**config.mk**
```make
export PLATFORM = sky130hd
export DESIGN_NAME = sample_sequencer_flat
export DESIGN_NICKNAME = d
export VERILOG_FILES = /design/src/rtl/sample_sequencer_if.sv /design/src/rtl/sample_sequencer.sv /design/src/flat_wrapper.sv
export SDC_FILE = /design/constraint.sdc
export NUM_CORES = 1
export LEC_CHECK = 0
export ABC_AREA = 1
export CORE_AREA = 2 2 82 84
export CTS_CLUSTER_SIZE = 10
export DETAILED_ROUTE_END_ITERATION = 16
export DIE_AREA = 0 0 84 86
export PLACE_DENSITY = 0.8
export SLEW_MARGIN = 0
export SYNTH_ARGS = -nofsm -noshare
export SYNTH_HDL_FRONTEND = slang
export SYNTH_SLANG_ARGS = --single-unit
export TNS_END_PERCENT = 10
```
**constraint.sdc**
```tcl
create_clock -name sysclk -period 2 [get_ports sysclk]
set_input_delay 0.4 -clock sysclk [delete_from_list [all_inputs] [get_ports sysclk]]
set_output_delay 0.4 -clock sysclk [all_outputs]
set_load 0.02 [all_outputs]
```
**src/rtl/sample_sequencer_if.sv**
```systemverilog
// Handshake bundle between the sample sequencer and its ADC, processor and DAC neighbours.
// The master side drives ticks, control and stage responses; the slave side is the sequencer.
interface sample_sequencer_if #(
  parameter int unsigned DATA_W = 10,
  parameter int unsigned CNT_W  = 8
);
  logic              tick;
  logic              enable;
  logic              clr_err;
  logic              adc_start;
  logic              adc_valid;
  logic [DATA_W-1:0] adc_data;
  logic              proc_start;
  logic [DATA_W-1:0] sample_out;
  logic              proc_done;
  logic [DATA_W-1:0] proc_data;
  logic              dac_start;
  logic [DATA_W-1:0] dac_data;
  logic              busy;
  logic [CNT_W-1:0]  overrun_cnt;
  logic [CNT_W-1:0]  timeout_cnt;
  logic              timeout_flag;

  modport master (
    output tick, enable, clr_err, adc_valid, adc_data, proc_done, proc_data,
    input  adc_start, proc_start, sample_out, dac_start, dac_data, busy,
           overrun_cnt, timeout_cnt, timeout_flag
  );

  modport slave (
    input  tick, enable, clr_err, adc_valid, adc_data, proc_done, proc_data,
    output adc_start, proc_start, sample_out, dac_start, dac_data, busy,
           overrun_cnt, timeout_cnt, timeout_flag
  );
endinterface

```
**src/rtl/sample_sequencer.sv**
```systemverilog
// Per-sample scheduler: ADC conversion -> processor -> DAC frame, one sample per accepted tick,
// with stage timeouts and saturating overrun/abort counters.
module sample_sequencer #(
  parameter int unsigned DATA_W     = 10,
  parameter int unsigned TIMEOUT    = 4095,
  parameter int unsigned DAC_CYCLES = 1200,
  parameter int unsigned CNT_W      = 8
) (
  input logic              sysclk,
  input logic              rst_n,
  sample_sequencer_if.slave bus
);

  localparam int unsigned TimerMax = (TIMEOUT > DAC_CYCLES) ? TIMEOUT : DAC_CYCLES;
  localparam int unsigned TimerW   = $clog2(TimerMax + 1);
  localparam logic [TimerW-1:0] TimeoutVal = TimerW'(TIMEOUT);
  localparam logic [TimerW-1:0] HoldLast   = TimerW'(DAC_CYCLES - 1);

  typedef enum logic [1:0] {StIdle, StAdcWait, StProcWait, StDacHold} state_e;

  state_e            state_q, state_d;
  logic [TimerW-1:0] timer_q, timer_d;
  logic              adc_start_q, adc_start_d;
  logic              proc_start_q, proc_start_d;
  logic              dac_start_q, dac_start_d;
  logic [DATA_W-1:0] sample_q, sample_d;
  logic [DATA_W-1:0] dac_q, dac_d;
  logic              busy_q, busy_d;
  logic [CNT_W-1:0]  overrun_q, overrun_d;
  logic [CNT_W-1:0]  timeout_q, timeout_d;
  logic              flag_q, flag_d;

  logic go_adc, go_proc, go_dac, abort, overrun_evt;

  always_ff @(posedge sysclk or negedge rst_n) begin
    if (!rst_n) begin
      state_q      <= StIdle;
      timer_q      <= '0;
      adc_start_q  <= 1'b0;
      proc_start_q <= 1'b0;
      dac_start_q  <= 1'b0;
      sample_q     <= '0;
      dac_q        <= '0;
      busy_q       <= 1'b0;
      overrun_q    <= '0;
      timeout_q    <= '0;
      flag_q       <= 1'b0;
    end else begin
      state_q      <= state_d;
      timer_q      <= timer_d;
      adc_start_q  <= adc_start_d;
      proc_start_q <= proc_start_d;
      dac_start_q  <= dac_start_d;
      sample_q     <= sample_d;
      dac_q        <= dac_d;
      busy_q       <= busy_d;
      overrun_q    <= overrun_d;
      timeout_q    <= timeout_d;
      flag_q       <= flag_d;
    end
  end

  // A response arriving on the timeout cycle is still accepted: valid/done is tested first.
  always_comb begin
    state_d = state_q;
    timer_d = timer_q + TimerW'(1);
    go_adc  = 1'b0;
    go_proc = 1'b0;
    go_dac  = 1'b0;
    abort   = 1'b0;
    unique case (state_q)
      StIdle: begin
        timer_d = '0;
        if (bus.tick && bus.enable) begin
          state_d = StAdcWait;
          go_adc  = 1'b1;
        end
      end
      StAdcWait: begin
        if (bus.adc_valid) begin
          state_d = StProcWait;
          timer_d = '0;
          go_proc = 1'b1;
        end else if (timer_q == TimeoutVal) begin
          state_d = StIdle;
          timer_d = '0;
          abort   = 1'b1;
        end
      end
      StProcWait: begin
        if (bus.proc_done) begin
          state_d = StDacHold;
          timer_d = '0;
          go_dac  = 1'b1;
        end else if (timer_q == TimeoutVal) begin
          state_d = StIdle;
          timer_d = '0;
          abort   = 1'b1;
        end
      end
      StDacHold: begin
        if (timer_q == HoldLast) begin
          state_d = StIdle;
          timer_d = '0;
        end
      end
      default: begin
        state_d = StIdle;
        timer_d = '0;
      end
    endcase
  end

  always_comb begin
    overrun_evt  = bus.tick && (state_q != StIdle);
    adc_start_d  = go_adc;
    proc_start_d = go_proc;
    dac_start_d  = go_dac;
    sample_d     = go_proc ? bus.adc_data : sample_q;
    dac_d        = go_dac ? bus.proc_data : dac_q;
    busy_d       = (state_d != StIdle);
    // Clear wipes history, but an event in the same cycle still lands as a count of one.
    if (bus.clr_err) begin
      overrun_d = {{(CNT_W-1){1'b0}}, overrun_evt};
      timeout_d = {{(CNT_W-1){1'b0}}, abort};
      flag_d    = abort;
    end else begin
      overrun_d = (overrun_evt && (overrun_q != '1)) ? overrun_q + CNT_W'(1) : overrun_q;
      timeout_d = (abort && (timeout_q != '1)) ? timeout_q + CNT_W'(1) : timeout_q;
      flag_d    = flag_q | abort;
    end
  end

  assign bus.adc_start    = adc_start_q;
  assign bus.proc_start   = proc_start_q;
  assign bus.dac_start    = dac_start_q;
  assign bus.sample_out   = sample_q;
  assign bus.dac_data     = dac_q;
  assign bus.busy         = busy_q;
  assign bus.overrun_cnt  = overrun_q;
  assign bus.timeout_cnt  = timeout_q;
  assign bus.timeout_flag = flag_q;

endmodule
```
**src/flat_wrapper.sv**
```systemverilog
// flat-port wrapper written by rule: the top's interface ports become plain ports
module sample_sequencer_flat 
#(
  parameter int unsigned DATA_W     = 10,
  parameter int unsigned TIMEOUT    = 4095,
  parameter int unsigned DAC_CYCLES = 1200,
  parameter int unsigned CNT_W      = 8
)
  (sysclk, rst_n, bus_tick, bus_enable, bus_clr_err, bus_adc_valid, bus_adc_data, bus_proc_done, bus_proc_data, bus_adc_start, bus_proc_start, bus_sample_out, bus_dac_start, bus_dac_data, bus_busy, bus_overrun_cnt, bus_timeout_cnt, bus_timeout_flag);
  sample_sequencer_if #(.DATA_W(DATA_W), .CNT_W(CNT_W)) bus_i ();
  input logic sysclk;
  input logic rst_n;
  input wire logic [$bits(bus_i.tick)-1:0] bus_tick;
  input wire logic [$bits(bus_i.enable)-1:0] bus_enable;
  input wire logic [$bits(bus_i.clr_err)-1:0] bus_clr_err;
  input wire logic [$bits(bus_i.adc_valid)-1:0] bus_adc_valid;
  input wire logic [$bits(bus_i.adc_data)-1:0] bus_adc_data;
  input wire logic [$bits(bus_i.proc_done)-1:0] bus_proc_done;
  input wire logic [$bits(bus_i.proc_data)-1:0] bus_proc_data;
  output wire logic [$bits(bus_i.adc_start)-1:0] bus_adc_start;
  output wire logic [$bits(bus_i.proc_start)-1:0] bus_proc_start;
  output wire logic [$bits(bus_i.sample_out)-1:0] bus_sample_out;
  output wire logic [$bits(bus_i.dac_start)-1:0] bus_dac_start;
  output wire logic [$bits(bus_i.dac_data)-1:0] bus_dac_data;
  output wire logic [$bits(bus_i.busy)-1:0] bus_busy;
  output wire logic [$bits(bus_i.overrun_cnt)-1:0] bus_overrun_cnt;
  output wire logic [$bits(bus_i.timeout_cnt)-1:0] bus_timeout_cnt;
  output wire logic [$bits(bus_i.timeout_flag)-1:0] bus_timeout_flag;
  assign bus_i.tick = bus_tick;
  assign bus_i.enable = bus_enable;
  assign bus_i.clr_err = bus_clr_err;
  assign bus_i.adc_valid = bus_adc_valid;
  assign bus_i.adc_data = bus_adc_data;
  assign bus_i.proc_done = bus_proc_done;
  assign bus_i.proc_data = bus_proc_data;
  assign bus_adc_start = bus_i.adc_start;
  assign bus_proc_start = bus_i.proc_start;
  assign bus_sample_out = bus_i.sample_out;
  assign bus_dac_start = bus_i.dac_start;
  assign bus_dac_data = bus_i.dac_data;
  assign bus_busy = bus_i.busy;
  assign bus_overrun_cnt = bus_i.overrun_cnt;
  assign bus_timeout_cnt = bus_i.timeout_cnt;
  assign bus_timeout_flag = bus_i.timeout_flag;
  sample_sequencer #(.DATA_W(DATA_W), .TIMEOUT(TIMEOUT), .DAC_CYCLES(DAC_CYCLES), .CNT_W(CNT_W)) u_core (.sysclk(sysclk), .rst_n(rst_n), .bus(bus_i));
endmodule
```
==> reports/qor.txt, run 1 <==
Detailed Route Iter0 Violations: 151
Placement Cell Area: 3551 um2
Final RePlAce weighted congestion: 0.8222
Worst flop-to-flop path startpoint: u_core.state_q[1]
Power Density: 1054 nW/um2
Unrepaired setup endpoints after global routing: no
Rows: 29
Commonest non-fill, non-tap cell in the layout: nand2_1
Clk root buf: clkbuf_8
Die ar.: 7224 um2
Clock tree from TritonCTS: yes
Postcts setup bufs: 0
# diodes: 0
EDFF count, synth: 0
Starting Density: 0.4383
Setup_tns: 0 ns
Hold Vio Cnt, Final: 0
Post-DP HPWL: 4340 um
CP Class: reg -> reg
Post-route cell area: 3647 um2
Drt drc: 0
Max-Cap Viols: 0
Fin worst setup slack: 0.1741 ns
Synthesized instance count: 338
Ys flop type: dfrtp_1
Clock Pin Slew Worst Setup and Hold Paths: 0.10 ns
Setup-failing EPs final: 0
Slew Limit Fails: 0
IO Pins: 68
Worst slack at placement: 0.02615 ns
Most frequent cells in the layout: 127 x nand2_1, 66 x clkdlybuf4s50_1, 55 x dfrtp_1
Slew HR: 0.7370
Sequential area share after synthesis: 0.5002
DR vias/cell: 4.871
R2r endpoint: u_core.bus.timeout_cnt[7]
Hold buffer count at CTS: 0
Die Wd: 84 um
Core area: 6277 um2
CTS sink cnt: 55
Ys async rst share: 1.000
Pwr Total: 3.843 mW
WL final: 5925 um
Largest net degree at the start of global routing: 56
GRT Total Usage: 0.1749
Final Util: 0.5810
DR vias: 2387
First-pass DRT Iterations: 4
Tmin final: 1.826 ns
Crit-path max FO: 9
Setup crit start kind: flop
Worst-case reg-to-reg path depth: 10
Yosys reg bits: 55
Worst-case hold slack: 0.05728 ns
Clk buf depth: 2
Layout Nets: 446
Worst EP required: 2.26 ns
Ratio of cells with drive above 1 in the final layout: 0.08475
Post-Syn Nets: 372
Area of the mapped netlist: 2751 um2
R2r setup slk: 0.17 ns
Maximum VDD drop: 679.9 uV
Die span in y: 86 um
Global-route wire length before repair: 10320 um
CTS Buf Count: 5
Routed Antenna Nets: 0
Syn_area_per_cell: 8.140 um2
Worst skew pair latency: 0.31 ns
Syn. warnings: 0
IO buf count: 67
Vias in the first global route: 2293
Post-Place Cells: 482
Antenna violations before repair: 0
Worst clock skew: 0.004661 ns
Total grt overflow: 0
Critical path arrival: 2.09 ns
Pleak: 1.718 nW
Critical Path End Type: flop
Max Freq: 0.5477 GHz
Slew @ Worst Pin: 0.3930 ns
Resized Gates After CTS: 1
Yosys cell types: 29
WL/cell: 12.09 um
P&R area growth vs syn: 32.56%
Hold crit path type: in -> async
Period Utilization, post-route: 0.9129
Status: complete, no violations
# H-tree levels: 2
Non-Filler Instances: 490
Fillers: 565
==> synth_stat cells, types with 2 or more instances <==
master / n / share of area
nand2_1: 127 / 0.17
dfrtp_1: 55 / 0.50
inv_1: 31 / 0.042
nor2_1: 26 / 0.035
nand3_1: 21 / 0.038
nor3_1: 12 / 0.022
xor2_1: 10 / 0.032
ha_1: 7 / 0.032
o21ai_0: 7 / 0.013
clkbuf_1: 6 / 0.0082
a21oi_1: 5 / 0.0091
nand2_2: 5 / 0.011
nor2_2: 3 / 0.0068
o21ai_2: 3 / 0.0096
xnor2_1: 3 / 0.0096
nand3_2: 2 / 0.0073
nand4_1: 2 / 0.0045
nor2_4: 2 / 0.0082
==> where the power goes <==
group          internal, mW  switching [mW]
clock network         0.252           0.378
logic                 0.724           0.949
registers              1.37           0.168
total                  2.35            1.49
==> layout make-up <==
type                            instances  area [um2]  share of cell area
Clock buffer                            6       72.57             0.01990
Multi-Input combinational cell        244        1231              0.3376
Sequential cell                        55        1376              0.3774
Clock inverter                          2       16.27            0.004460
Inverter                               31       116.4             0.03190
Timing Repair Buffer                   75       738.2              0.2024
Tap cell                               77       96.34             0.02642
==> critical path, stage by stage, from the launching register on <==
cell	delay, ns
dfrtp_1	0.45
inv_1	0.10
ha_1	0.19
inv_1	0.08
o21ai_0	0.21
nand3_1	0.21
nor2_4	0.18
nand2_4	0.11
nand2_8	0.11
nand2_1	0.07
nand2_1	0.06
==> registers in the layout, summed over array words and instances, names as in the netlist, 2 cells and up <==
name	cells
u_core.state_q	2
u_core.bus.overrun_cnt	8
u_core.bus.timeout_cnt	8
u_core.bus.sample_out	10
u_core.timer_q	12
u_core.bus.dac_data	10
==> per-layer routing <==
metal	track usage	up-vias	wire (um)	share of wire
li1	-	1197	-	-
met1	0.2222	1118	2676	0.45
met2	0.2989	65	2851	0.48
met3	0.05005	7	341	0.058
met4	0.03959	0	57	0.0096
met5	0	-	0	0
==> how the worst max path moves through the flow <==
stage	startpoint	end	slack [ns]	cells after the start
2_1_floorplan	u_core.bus.timeout_cnt[0]	u_core.bus.timeout_cnt[4]	0.37	10
3_3_place_gp	bus_adc_valid	u_core.bus.timeout_cnt[2]	0.16	8
3_5_place_dp	u_core.bus.overrun_cnt[1]	u_core.bus.overrun_cnt[3]	0.03	10
4_1_cts	u_core.bus.overrun_cnt[5]	bus_overrun_cnt[5]	0.17	1
5_1_grt	u_core.state_q[1]	u_core.bus.timeout_cnt[4]	0.01	10
6_report	u_core.state_q[1]	u_core.bus.timeout_cnt[7]	0.17	10
==> kinds of logic (layout without fill, tap and decap cells) <==
logic type                 after synthesis  in the layout  share of synthesized area
AOI/OAI and AO/OA                       19             19                    0.04138
xor gates and xnor gates                13             13                    0.04138
adders and majority gates                7              7                    0.03183
buffers and inverters                   39            114                    0.05502
DFF                                     55             55                     0.5002
and+or+nand+nor                        205            205                     0.3302
No activity file was read; power rests on OpenSTA's default activity.
==> run 2: changes to the inputs <==
--- a/config.mk
+++ b/config.mk
@@ -6,11 +6,12 @@
 export NUM_CORES = 1
 export LEC_CHECK = 0
 export ABC_AREA = 1
-export CORE_AREA = 2 2 82 84
+export CORE_AREA = 2 2 70 98
 export CTS_CLUSTER_SIZE = 10
 export DETAILED_ROUTE_END_ITERATION = 16
-export DIE_AREA = 0 0 84 86
+export DIE_AREA = 0 0 72 100
 export PLACE_DENSITY = 0.8
+export REMOVE_ABC_BUFFERS = 1
 export SLEW_MARGIN = 0
 export SYNTH_ARGS = -nofsm -noshare
 export SYNTH_HDL_FRONTEND = slang
==> run 2 against run 1 <==
  * Global-route usage grew 0.36 points
  * Flip-flop and latch count is the same
  * Clock power shrank 6.2%
  * Non-clock buffer count is the same
  * Wire length grew 0.37%
  * First-iteration DRC count shrank 50%
  * Largest cell class unchanged
  * Final cell count shrank 0.61%
  * Hold slack gained 0.0095 ns
  * Via count is essentially flat
  * Critical path depth shrank 9
  * Core utilization shrank 1.5 points
  * Design area shrank 0.10%
==> reports/qor.txt, run 2 (synthesized netlist as in run 1, its figures left out) <==
Slowest cell on crit path: clkdlybuf4s50_1
Setup-failing EPs final: 0
WL final: 5947 um
CP Class: reg -> out
Die span in y: 100 um
Setup_tns: 0 ns
Critical path arrival: 1.42 ns
Largest net degree at the start of global routing: 56
Slew HR: 0.7574
Sequence of cells on the critical path: clkdlybuf4s50_1
Post-DP HPWL: 4548 um
IO buf count: 67
Worst clock skew: 0.008670 ns
DR vias/cell: 4.897
Detailed Route Iter0 Violations: 76
Starting Density: 0.4274
Layout Nets: 446
Clk root buf: clkbuf_8
Max-Cap Viols: 0
Worst-case reg-to-reg path depth: 10
Fin worst setup slack: 0.1832 ns
Number of flip-flops in the largest register: 12
Die ar.: 7200 um2
Delay of the slowest critical-path stage: 0.65 ns
Total grt overflow: 0
Register area: 1376 um2
R2r endpoint: u_core.bus.timeout_cnt[6]
Rows: 35
Hold Vio Cnt, Final: 0
Status: complete, no violations
Setup crit start kind: flop
Max Freq: 0.5504 GHz
P&R area growth vs syn: 32.42%
Final Util: 0.5660
CTS Buf Count: 5
Slew @ Worst Pin: 0.3635 ns
Critical Path End Type: output pin
Crit-path max FO: 5
Worst slack at placement: 0.05335 ns
Worst EP required: 1.60 ns
DR vias: 2385
WL/cell: 12.21 um
CTS sink cnt: 55
Most flops, register: u_core.timer_q
Tmin final: 1.817 ns
Non-Filler Instances: 487
Multi-input gate area: 1226 um2
Final RePlAce weighted congestion: 0.8183
Antenna violations before repair: 0
Worst skew pair latency: 0.31 ns
Commonest non-fill, non-tap cell in the layout: nand2_1
Global-route wire length before repair: 10310 um
Cell family with most CP delay: buffers and inverters
Crit path buf inv count: 1
Fillers: 558
Core area: 6437 um2
Post-route cell area: 3643 um2
Vias in the first global route: 2390
Clock Pin Slew Worst Setup and Hold Paths: 0.09 ns
Routed Antenna Nets: 0
Power Density: 1040 nW/um2
Period Utilization, post-route: 0.9084
Slew Limit Fails: 0
Hold crit path type: in -> async
Placement Cell Area: 3560 um2
Maximum VDD drop: 595.3 uV
# H-tree levels: 2
Worst flop-to-flop path startpoint: u_core.state_q[1]
Drt drc: 0
R2r setup slk: 0.23 ns
Unrepaired setup endpoints after global routing: no
Die Wd: 72 um
First-pass DRT Iterations: 4
Post-Place Cells: 479
Clk buf depth: 2
Ratio of cells with drive above 1 in the final layout: 0.08232
Most frequent cells in the layout: 127 x nand2_1, 66 x clkdlybuf4s50_1, 55 x dfrtp_1
Clock tree from TritonCTS: yes
IO Pins: 68
# diodes: 0
Pleak: 1.722 nW
GRT Total Usage: 0.1785
[run 2: changes by cell type in the layout (fill, tap and decap cells not counted), sizes merged]
cell	before	now
clkbuf	6	7
clkinvlp	1	0
clkinv	0	1
inv	32	31
[run 2: area by class of cell]
type / instances / area share
Sequential cell: 55 / 0.3777
Inverter: 31 / 0.03194
Tap cell: 74 / 0.02541
Timing Repair Buffer: 75 / 0.2060
Multi-Input combinational cell: 244 / 0.3365
Clock buffer: 7 / 0.02095
Clock inverter: 1 / 0.001374
[run 2: report_power, final]
part	internal (mW)	leakage, nW	switching [mW]	total [mW]
Combinational	0.726	0.951	0.942	1.67
Sequential	1.37	0.728	0.159	1.53
Clock	0.247	0.0422	0.344	0.591
[run 2: layer usage]
layer / global-route usage / up-vias / routed length, um / part of all wire
met2: 0.3134 / 56 / 3098 / 0.52
met5: 0 / - / 0 / 0
li1: - / 1200 / - / -
met4: 0.09289 / 0 / 184 / 0.031
met3: 0.03514 / 16 / 246 / 0.041
met1: 0.2023 / 1113 / 2418 / 0.41
[run 2: worst max path at each step]
stage | from | to | slack (ns) | cells after the start
finish | u_core.bus.overrun_cnt[5] | bus_overrun_cnt[5] | 0.18 | 1
detailed placement | u_core.bus.overrun_cnt[1] | u_core.bus.overrun_cnt[5] | 0.05 | 10
floorplan | u_core.state_q[1] | u_core.bus.overrun_cnt[3] | 0.17 | 9
CTS | u_core.bus.overrun_cnt[1] | u_core.bus.overrun_cnt[5] | 0.04 | 10
global placement | bus_adc_valid | u_core.bus.timeout_cnt[6] | 0.17 | 8
global route | u_core.state_q[1] | u_core.bus.timeout_cnt[2] | 0.02 | 10
[run 2: through the flow]
stage	hold WS, ns	total power [mW]
2_1_floorplan	0.1044	2.439
3_3_place_gp	0.4194	3.192
3_5_place_dp	0.4210	3.232
4_1_cts	0.08040	3.832
5_1_grt	0.08463	4.094
6_report	0.06675	3.790
[run 2: what timing repair did]
action,in CTS,in global routing
setup buffers,0,0
hold buffers,0,0
gates resized for setup,0,1
setup endpoints to repair,0,7
==> run 3: changes to the inputs <==
--- a/config.mk
+++ b/config.mk
@@ -6,6 +6,7 @@
 export NUM_CORES = 1
 export LEC_CHECK = 0
 export ABC_AREA = 1
+export CAP_MARGIN = 20
 export CORE_AREA = 2 2 70 98
 export CTS_CLUSTER_SIZE = 10
 export DETAILED_ROUTE_END_ITERATION = 16
==> results of run 3 <==
The final DEF is identical to that of run 2; final timing and power are the same.
